--- src/rtl/layer_sequencer.sv ---
// layer_sequencer
//   Run-control FSM for the cube inference network. Walks the datapath through
//   BUFFER -> (CNN pass n -> ELU) x4 -> CNN affine pass -> COMP -> FIN. It drives
//   one load level per stage and waits for that stage's valid flag. A watchdog
//   puts the sequencer in ERR when any stage stalls too long.
//
// Parameters
//   BUF_CYCLES  cycles spent in BUFFER (>= 1)
//   TIMEOUT     max cycles in a wait state before ERR; 0 disables the watchdog
//   CNT_W       dwell/watchdog counter width (must hold TIMEOUT-1 and BUF_CYCLES-1)
//
// Ports
//   clk, rst_n          clock (rising edge), synchronous active-low reset
//   run                 start request level, sampled in IDLE / FIN / ERR
//   abort               forces a return to IDLE from any state
//   cnn_valid           cnn_layer pass complete
//   elu_valid           elu_layer complete
//   comp_valid          comp_layer complete
//   buf_load            high in BUFFER
//   cnn_load            high in CNN (all five passes)
//   elu_load            high in ELU
//   comp_load           high in COMP
//   cs[3:0]             layer code: 2+pass in CNN, otherwise the state code
//   pass[2:0]           cnn pass index, 0-3 conv, 4 affine
//   busy                high outside IDLE / FIN / ERR
//   valid               high in FIN
//   err                 high in ERR
module layer_sequencer #(
  parameter int BUF_CYCLES = 1,
  parameter int TIMEOUT    = 4096,
  parameter int CNT_W      = 16
) (
  input  logic       clk,
  input  logic       rst_n,
  input  logic       run,
  input  logic       abort,
  input  logic       cnn_valid,
  input  logic       elu_valid,
  input  logic       comp_valid,
  output logic       buf_load,
  output logic       cnn_load,
  output logic       elu_load,
  output logic       comp_load,
  output logic [3:0] cs,
  output logic [2:0] pass,
  output logic       busy,
  output logic       valid,
  output logic       err
);

  // Enum values equal the external layer codes, so cs is the state itself
  // everywhere except CNN, where it is 2+pass.
  typedef enum logic [3:0] {
    S_IDLE   = 4'd0,
    S_BUFFER = 4'd1,
    S_CNN    = 4'd2,
    S_ELU    = 4'd7,
    S_COMP   = 4'd8,
    S_FIN    = 4'd9,
    S_ERR    = 4'd10
  } state_t;

  localparam logic [2:0]       LAST_PASS = 3'd4;
  localparam bit               WD_EN     = (TIMEOUT != 0);
  localparam logic [CNT_W-1:0] WD_LAST   = CNT_W'((TIMEOUT > 0) ? TIMEOUT - 1 : 0);
  localparam logic [CNT_W-1:0] BUF_LAST  = CNT_W'((BUF_CYCLES > 0) ? BUF_CYCLES - 1 : 0);

  state_t           state, state_nx;
  logic [2:0]       pass_nx;
  logic [CNT_W-1:0] cnt, cnt_nx;
  logic             wd_hit;
  logic [3:0]       cs_nx;

  always_ff @(posedge clk) begin
    if (!rst_n) begin
      state     <= S_IDLE;
      pass      <= '0;
      cnt       <= '0;
      buf_load  <= 1'b0;
      cnn_load  <= 1'b0;
      elu_load  <= 1'b0;
      comp_load <= 1'b0;
      cs        <= '0;
      busy      <= 1'b0;
      valid     <= 1'b0;
      err       <= 1'b0;
    end else begin
      state     <= state_nx;
      pass      <= pass_nx;
      cnt       <= cnt_nx;
      // Outputs are decoded from the next state and registered, so they
      // change on the same edge as the state register.
      buf_load  <= (state_nx == S_BUFFER);
      cnn_load  <= (state_nx == S_CNN);
      elu_load  <= (state_nx == S_ELU);
      comp_load <= (state_nx == S_COMP);
      cs        <= cs_nx;
      busy      <= (state_nx == S_BUFFER) || (state_nx == S_CNN) ||
                   (state_nx == S_ELU)    || (state_nx == S_COMP);
      valid     <= (state_nx == S_FIN);
      err       <= (state_nx == S_ERR);
    end
  end

  // The watchdog fires on the last permitted cycle only if the awaited valid
  // is still low; each wait state checks its valid first, so valid wins a tie.
  assign wd_hit = WD_EN && (cnt == WD_LAST);

  always_comb begin
    state_nx = state;
    pass_nx  = pass;
    unique case (state)
      S_IDLE: begin
        pass_nx = '0;
        if (run) state_nx = S_BUFFER;
      end
      S_BUFFER: begin
        if (cnt == BUF_LAST) begin
          state_nx = S_CNN;
          pass_nx  = '0;
        end
      end
      S_CNN: begin
        if (cnn_valid) state_nx = (pass >= LAST_PASS) ? S_COMP : S_ELU;
        else if (wd_hit) state_nx = S_ERR;
      end
      S_ELU: begin
        if (elu_valid) begin
          state_nx = S_CNN;
          pass_nx  = (pass >= LAST_PASS) ? LAST_PASS : pass + 3'd1;
        end else if (wd_hit) begin
          state_nx = S_ERR;
        end
      end
      S_COMP: begin
        if (comp_valid) state_nx = S_FIN;
        else if (wd_hit) state_nx = S_ERR;
      end
      S_FIN, S_ERR: begin
        if (!run) begin
          state_nx = S_IDLE;
          pass_nx  = '0;
        end
      end
      default: begin
        state_nx = S_IDLE;
        pass_nx  = '0;
      end
    endcase

    if (abort) begin
      state_nx = S_IDLE;
      pass_nx  = '0;
    end
  end

  // The dwell counter restarts on every state change. BUFFER reuses it to
  // time its fixed length; the wait states use it as the watchdog.
  always_comb begin
    cnt_nx = '0;
    if (state_nx == state &&
        (state == S_BUFFER || state == S_CNN || state == S_ELU || state == S_COMP))
      cnt_nx = cnt + 1'b1;
  end

  always_comb begin
    cs_nx = 4'(state_nx);
    if (state_nx == S_CNN) cs_nx = 4'd2 + {1'b0, pass_nx};
  end

endmodule
--- config.mk ---
export PLATFORM = sky130hd
export DESIGN_NAME = layer_sequencer
export DESIGN_NICKNAME = d
export VERILOG_FILES = /design/src/rtl/layer_sequencer.sv
export SDC_FILE = /design/constraint.sdc
export NUM_CORES = 1
export LEC_CHECK = 0
export ABC_AREA = 0
export CORE_MARGIN = 5
export CORE_UTILIZATION = 32
export DETAILED_ROUTE_END_ITERATION = 12
export SKIP_CTS_REPAIR_TIMING = 1
export SLEW_MARGIN = 25
export SYNTH_ARGS = -nofsm -noshare
export SYNTH_HDL_FRONTEND = slang
export SYNTH_SLANG_ARGS = --single-unit
--- constraint.sdc ---
create_clock -name clk -period 2.2 [get_ports clk]
set_input_delay 0.66 -clock clk [delete_from_list [all_inputs] [get_ports clk]]
set_output_delay 0.66 -clock clk [all_outputs]
set_load 0.01 [all_outputs]
After elaboration in Yosys (flattened, before gate mapping). Index checks and enable logic that the tools add are counted.

Add/sub/neg operators: 3. Multiply operators: 0. Divide/modulo/power cells: 0. Magnitude comparators: 1. Equal/unequal tests: 14. Shift-type cells: 0. Muxes and demuxes: 17. Bitwise operators: 0. Reductions and logical operators: 12.

Operator list (count): $mux W4 (10); $eq A4 B4 Y1 const B (6); $pmux W4 S6 (1); $add A16 B1 Y16 const B (1); $eq A16 B12 Y1 const B (1); $logic_not A16 Y1 (1); $mux W3 (5); $pmux W3 S4 (1); $eq A4 B1 Y1 const B (2); $eq A4 B2 Y1 const B (2); $eq A4 B3 Y1 const B (2); $logic_or A1 B1 Y1 (6); $add A2 B3 Y4 const A (1); $eq A4 B4 Y1 (1); $logic_not A4 Y1 (1); $reduce_or A2 Y1 (2); $add A3 B1 Y3 const B (1); $ge A3 B3 Y1 const B (1); $reduce_and A2 Y1 (1); $logic_and A1 B1 Y1 (1).

Bits in registers: 34. Bits in latches: 0. Memory bits (writable): 0. Bits in read-only memories: 0. Input port bits: 7. Output and inout bits: 14. Logic and storage cells: 58. Memories: 0.

Longest topological paths before layout. Gate-level depths: netlist of run 1.

Depth in word-level cells: 9. Mapped depth: 11. Gate-level depth less buffers: 11.

Least setup slack after synthesis of run 1. OpenSTA, ideal clock, no wires.

Kind: input to register. Start point: input port run. End point: register cnt[10]. Setup time: 130 ps. Data arrival time: 2149 ps. Required time: 2070 ps. Setup slack: -79 ps. Stages on the path: 7. Path buffers: 1. Cell sequence: or3b_2 > o22ai_1 > a211oi_1 > a21oi_1 > xor2_1 > buf_2 > nor4_1.

Word-level cells in the longest chain between the ends: 6. Elaborated cells between the ends (all ways): 7. Those cells by class: eq/ne (1); mux (4); reduce/logical (2).

RTL lines: start: declaration (RTL line 35) `input logic run,`; $mux W4 (on tied branches) (RTL line 140, 115); $pmux W4 S6 * (RTL line 112) `unique case (state)`; $mux W4 * (RTL line 151) `if (abort) begin`; $eq A4 B4 Y1 * (RTL line 161) `if (state_nx == state &&`; $logic_and A1 B1 Y1 * (RTL line 161); $reduce_and A2 Y1 (no line) *; end signal: assignment (RTL line 90) `cnt <= cnt_nx;`; end: declaration (RTL line 70) `logic [CNT_W-1:0] cnt, cnt_nx;`.

Every way passes the cells marked *; elsewhere a longest branch is shown, timed or not. A chain may end at the register's enable or synchronous reset.

Worst setup path in the final report of run 1.
Start point: register cnt[0]. End point: register cnt[15].

Word-level cells in the longest chain between the ends: 8. Elaborated cells between the ends (all ways): 13. Those cells by class: add/sub (1); eq/ne (2); mux (7); reduce/logical (3).

RTL lines: $eq A16 B12 Y1 (RTL line 107) `assign wd_hit = WD_EN && (cnt == WD_LAST);`; $mux W4 (RTL line 125, 131, 137); $mux W4 (on tied branches) (RTL line 136, 124, 128); $pmux W4 S6 (RTL line 112); $mux W4 (RTL line 151); $eq A4 B4 Y1 (RTL line 161); $logic_and A1 B1 Y1 (RTL line 161); $reduce_and A2 Y1 (no line).

Parallel ways exist; a longest one is shown, timed or not.

==> flow_summary.ini, run 1 <==
[global_route]
grt_max_degree = 17
grt_pass1_vias = 1992
grt_usage = 0.146
grt_pass1_wl_mm = 9.26
antenna_found_initial = 0
overflow = 0

[logic_synthesis]
yosys_warnings = 0
synth_edf_count = 0
syn_area_mm2 = 0.00198
synthArstFlopShare = 0
syn-num-nets = 254
synth.avg_cell_area_um2 = 8.18
synth_cell_type_count = 47
ys.flop_type = dfxtp_1
synthCells = 242
yosysSeqAreaShare = 0.344
yosysTopAreaCellShare = 0.344
yosys_register_bits = 34
yosysTopAreaCell = dfxtp_1
synthTopCellsByArea = dfxtp_1, nor4_1, nand3_1, xnor2_1, xor2_1

[critical_path]
cp_common_cell = buf_4
cp_data_required_time_ps = 2390
r2r_start = cnt[0]$_SDFF_PN0_
rrSetupSlack_ps = -120
slowest_delay_ps = 330
critPathKind = reg -> reg
slowest_stage = dfxtp_2
cp_max_fo = 8
path_cells = inv_1, ha_2, nor3b_2, nand4_1, buf_4, a211oi_4, buf_4, a21oi_4, xor2_4, buf_12, nor4_1
crit_path_end_kind = flip-flop
start_kind = flip-flop
arrival_ps = 2510
crit_end = cnt[15]$_SDFF_PN0_
worstSetupStartpoint = cnt[0]$_SDFF_PN0_
reg2reg_depth = 11
r2r_end = cnt[15]$_SDFF_PN0_

[layout]
area_delta_synth_final_pct = 67.4
layout.nets = 338
drive_gt1_frac = 0.404
fill_cells = 543
fin_util = 0.556
antenna-diode-count = 0

[floorplanning]
die_x_um = 88.7
num_rows = 28
floorplan.initialDensity = 0.332
dieArea_mm2 = 0.00786
chipHeight_um = 88.7
io-pin-count = 21
core_mm2 = 0.00596

[placement]
io_buffers = 20
gp_congestion = 0.862
dp_hpwl_mm = 3.98
post-place-ws_ps = -705

[min_path]
whs_path_depth = 1
hold_path_class = reg -> reg
hp-start = pass[0]$_SDFF_PN0_

[clock_network]
cts_made_buffers = 5
root_buffer = clkbuf_8
clkTransAtPathRegs_ps = 70
clockBufferDepth = 2
clock_latency_ps = 290
cts_sinks = 34
tritoncts = yes
htreeDepth = 2

[timing]
finalCritPeriodShare = 1.05
final-hold-violation-count = 0
fin_ws_ps = -118
worstMarginPinSlew_ps = 354
finalClockSkew_ps = 2.66
relSlewSlack = 0.764
whs_ps = 573
rsz0062_at_grt = yes
max_freq_mhz = 431
finalSetupViolations = 18
period_minus_slack_ps = 2320
slew_violations = 0

[power_and_ir_drop]
power_density_mw_per_mm2 = 401
ir_drop_v = 0.000409
p_leak_nw = 1.29

[routing]
ant_nets = 0
wire_per_inst_um = 15.2
drt_first_pass_iters = 4
drt_wl_total_mm = 6.10
vias = 2096
via_per_inst = 5.21
drc = 0
dr.first_iter.drc_count = 115

[status]
status = finished, violations left
violations = setup timing

[job]
cap_violations = 0
==> kinds of logic after synthesis <==
family / count (synthesis) / synth area share
simple gates: 119 / 0.345
compound gates: 41 / 0.145
flops: 34 / 0.344
buf+inv: 27 / 0.0632
xor+xnor: 16 / 0.0708
fa+ha+maj: 5 / 0.0316
==> state kept, by name, summed over array words and instances (netlist names) <==
name and cells:
cnn_load 1, busy 1, cs 4, elu_load 1, err 1, comp_load 1
pass 3, cnt 16, buf_load 1, state 4, valid 1
==> cell usage after synthesis, types with 5 or more instances <==
cell,count
and2_1,6
nor4_1,21
o21ai_0,5
dfxtp_1,34
ha_1,5
xor2_1,8
inv_1,12
xnor2_1,8
nor2_1,14
nand3_1,23
a21oi_1,9
clkbuf_1,8
and3_1,5
nor3_1,5
nand2_1,15
nand4_1,6
==> through the flow <==
step / power (mW) / area [um2] / TNS, ps / instances
6_report: 1.33 / 3310 / -1070 / 402
5_1_grt: 1.38 / 3310 / -3040 / 402
4_1_cts: 1.26 / 2810 / -7740 / 392
3_5_place_dp: 0.774 / 2710 / -16460 / 384
3_3_place_gp: 0.774 / 2710 / -16210 / 384
2_1_floorplan: 0.705 / 2000 / 0 / 242
==> cell type report <==
cell class / instances / area [um2] / share of cell area
Tap cell: 75 / 93.8 / 0.0283
Clock buffer: 6 / 82.6 / 0.0249
Sequential cell: 34 / 689 / 0.208
Multi-Input combinational cell: 181 / 1550 / 0.467
Clock inverter: 2 / 12.5 / 0.00378
Inverter: 12 / 45.0 / 0.0136
Timing Repair Buffer: 92 / 843 / 0.255
==> worst min path at each step <==
stage	end	slack, ps
floorplan	cnt[0]$_SDFF_PN0_	520
global placement	cnt[0]$_SDFF_PN0_	510
detailed placement	cnt[0]$_SDFF_PN0_	510
CTS	cnt[0]$_SDFF_PN0_	520
global route	pass[0]$_SDFF_PN0_	590
finish	pass[0]$_SDFF_PN0_	570
==> where the power goes <==
| part | internal, mW | switching [mW] |
|---|---|---|
| Combinational | 0.101 | 0.105 |
| Clock | 0.252 | 0.245 |
| Sequential | 0.620 | 0.00549 |
| Total | 0.973 | 0.355 |
==> critical path: cells and delay by family, from the launching register on <==
| family | cells | cell delay, ps |
|---|---|---|
| flops | 1 | 330 |
| fa+ha+maj | 1 | 180 |
| compound gates | 2 | 270 |
| buf+inv | 4 | 590 |
| xor+xnor | 1 | 200 |
| simple gates | 3 | 660 |
==> routing by layer <==
| metal | vias up | part of all wire | track usage |
|---|---|---|---|
| li1 | 1052 | - | - |
| met1 | 1005 | 0.44 | 0.187 |
| met2 | 30 | 0.52 | 0.251 |
| met3 | 9 | 0.028 | 0.0317 |
| met4 | 0 | 0.013 | 0.0343 |
| met5 | - | 0 | 0 |
==> layout by cell type (no fill, tap or decap), types with 6 or more instances in the layout <==
cell | Yosys | final
dfxtp_2 | 0 | 7
nand4_1 | 6 | 6
inv_1 | 12 | 12
nand3_1 | 23 | 23
and2_1 | 6 | 6
clkdlybuf4s50_1 | 0 | 16
nor2_1 | 14 | 13
xnor2_1 | 8 | 8
dfxtp_1 | 34 | 27
buf_4 | 1 | 64
clkbuf_8 | 0 | 6
nand2_1 | 15 | 15
nor4_4 | 0 | 12
xor2_1 | 8 | 7
Power figures use the tool's default switching activity.
==> inputs of run 2 (changes only) <==
--- a/config.mk
+++ b/config.mk
@@ -14,3 +14,4 @@
 export SYNTH_ARGS = -nofsm -noshare
 export SYNTH_HDL_FRONTEND = slang
 export SYNTH_SLANG_ARGS = --single-unit
+export TNS_END_PERCENT = 100
==> results of run 2 <==
The final DEF is identical to that of run 1; final timing and power are the same.
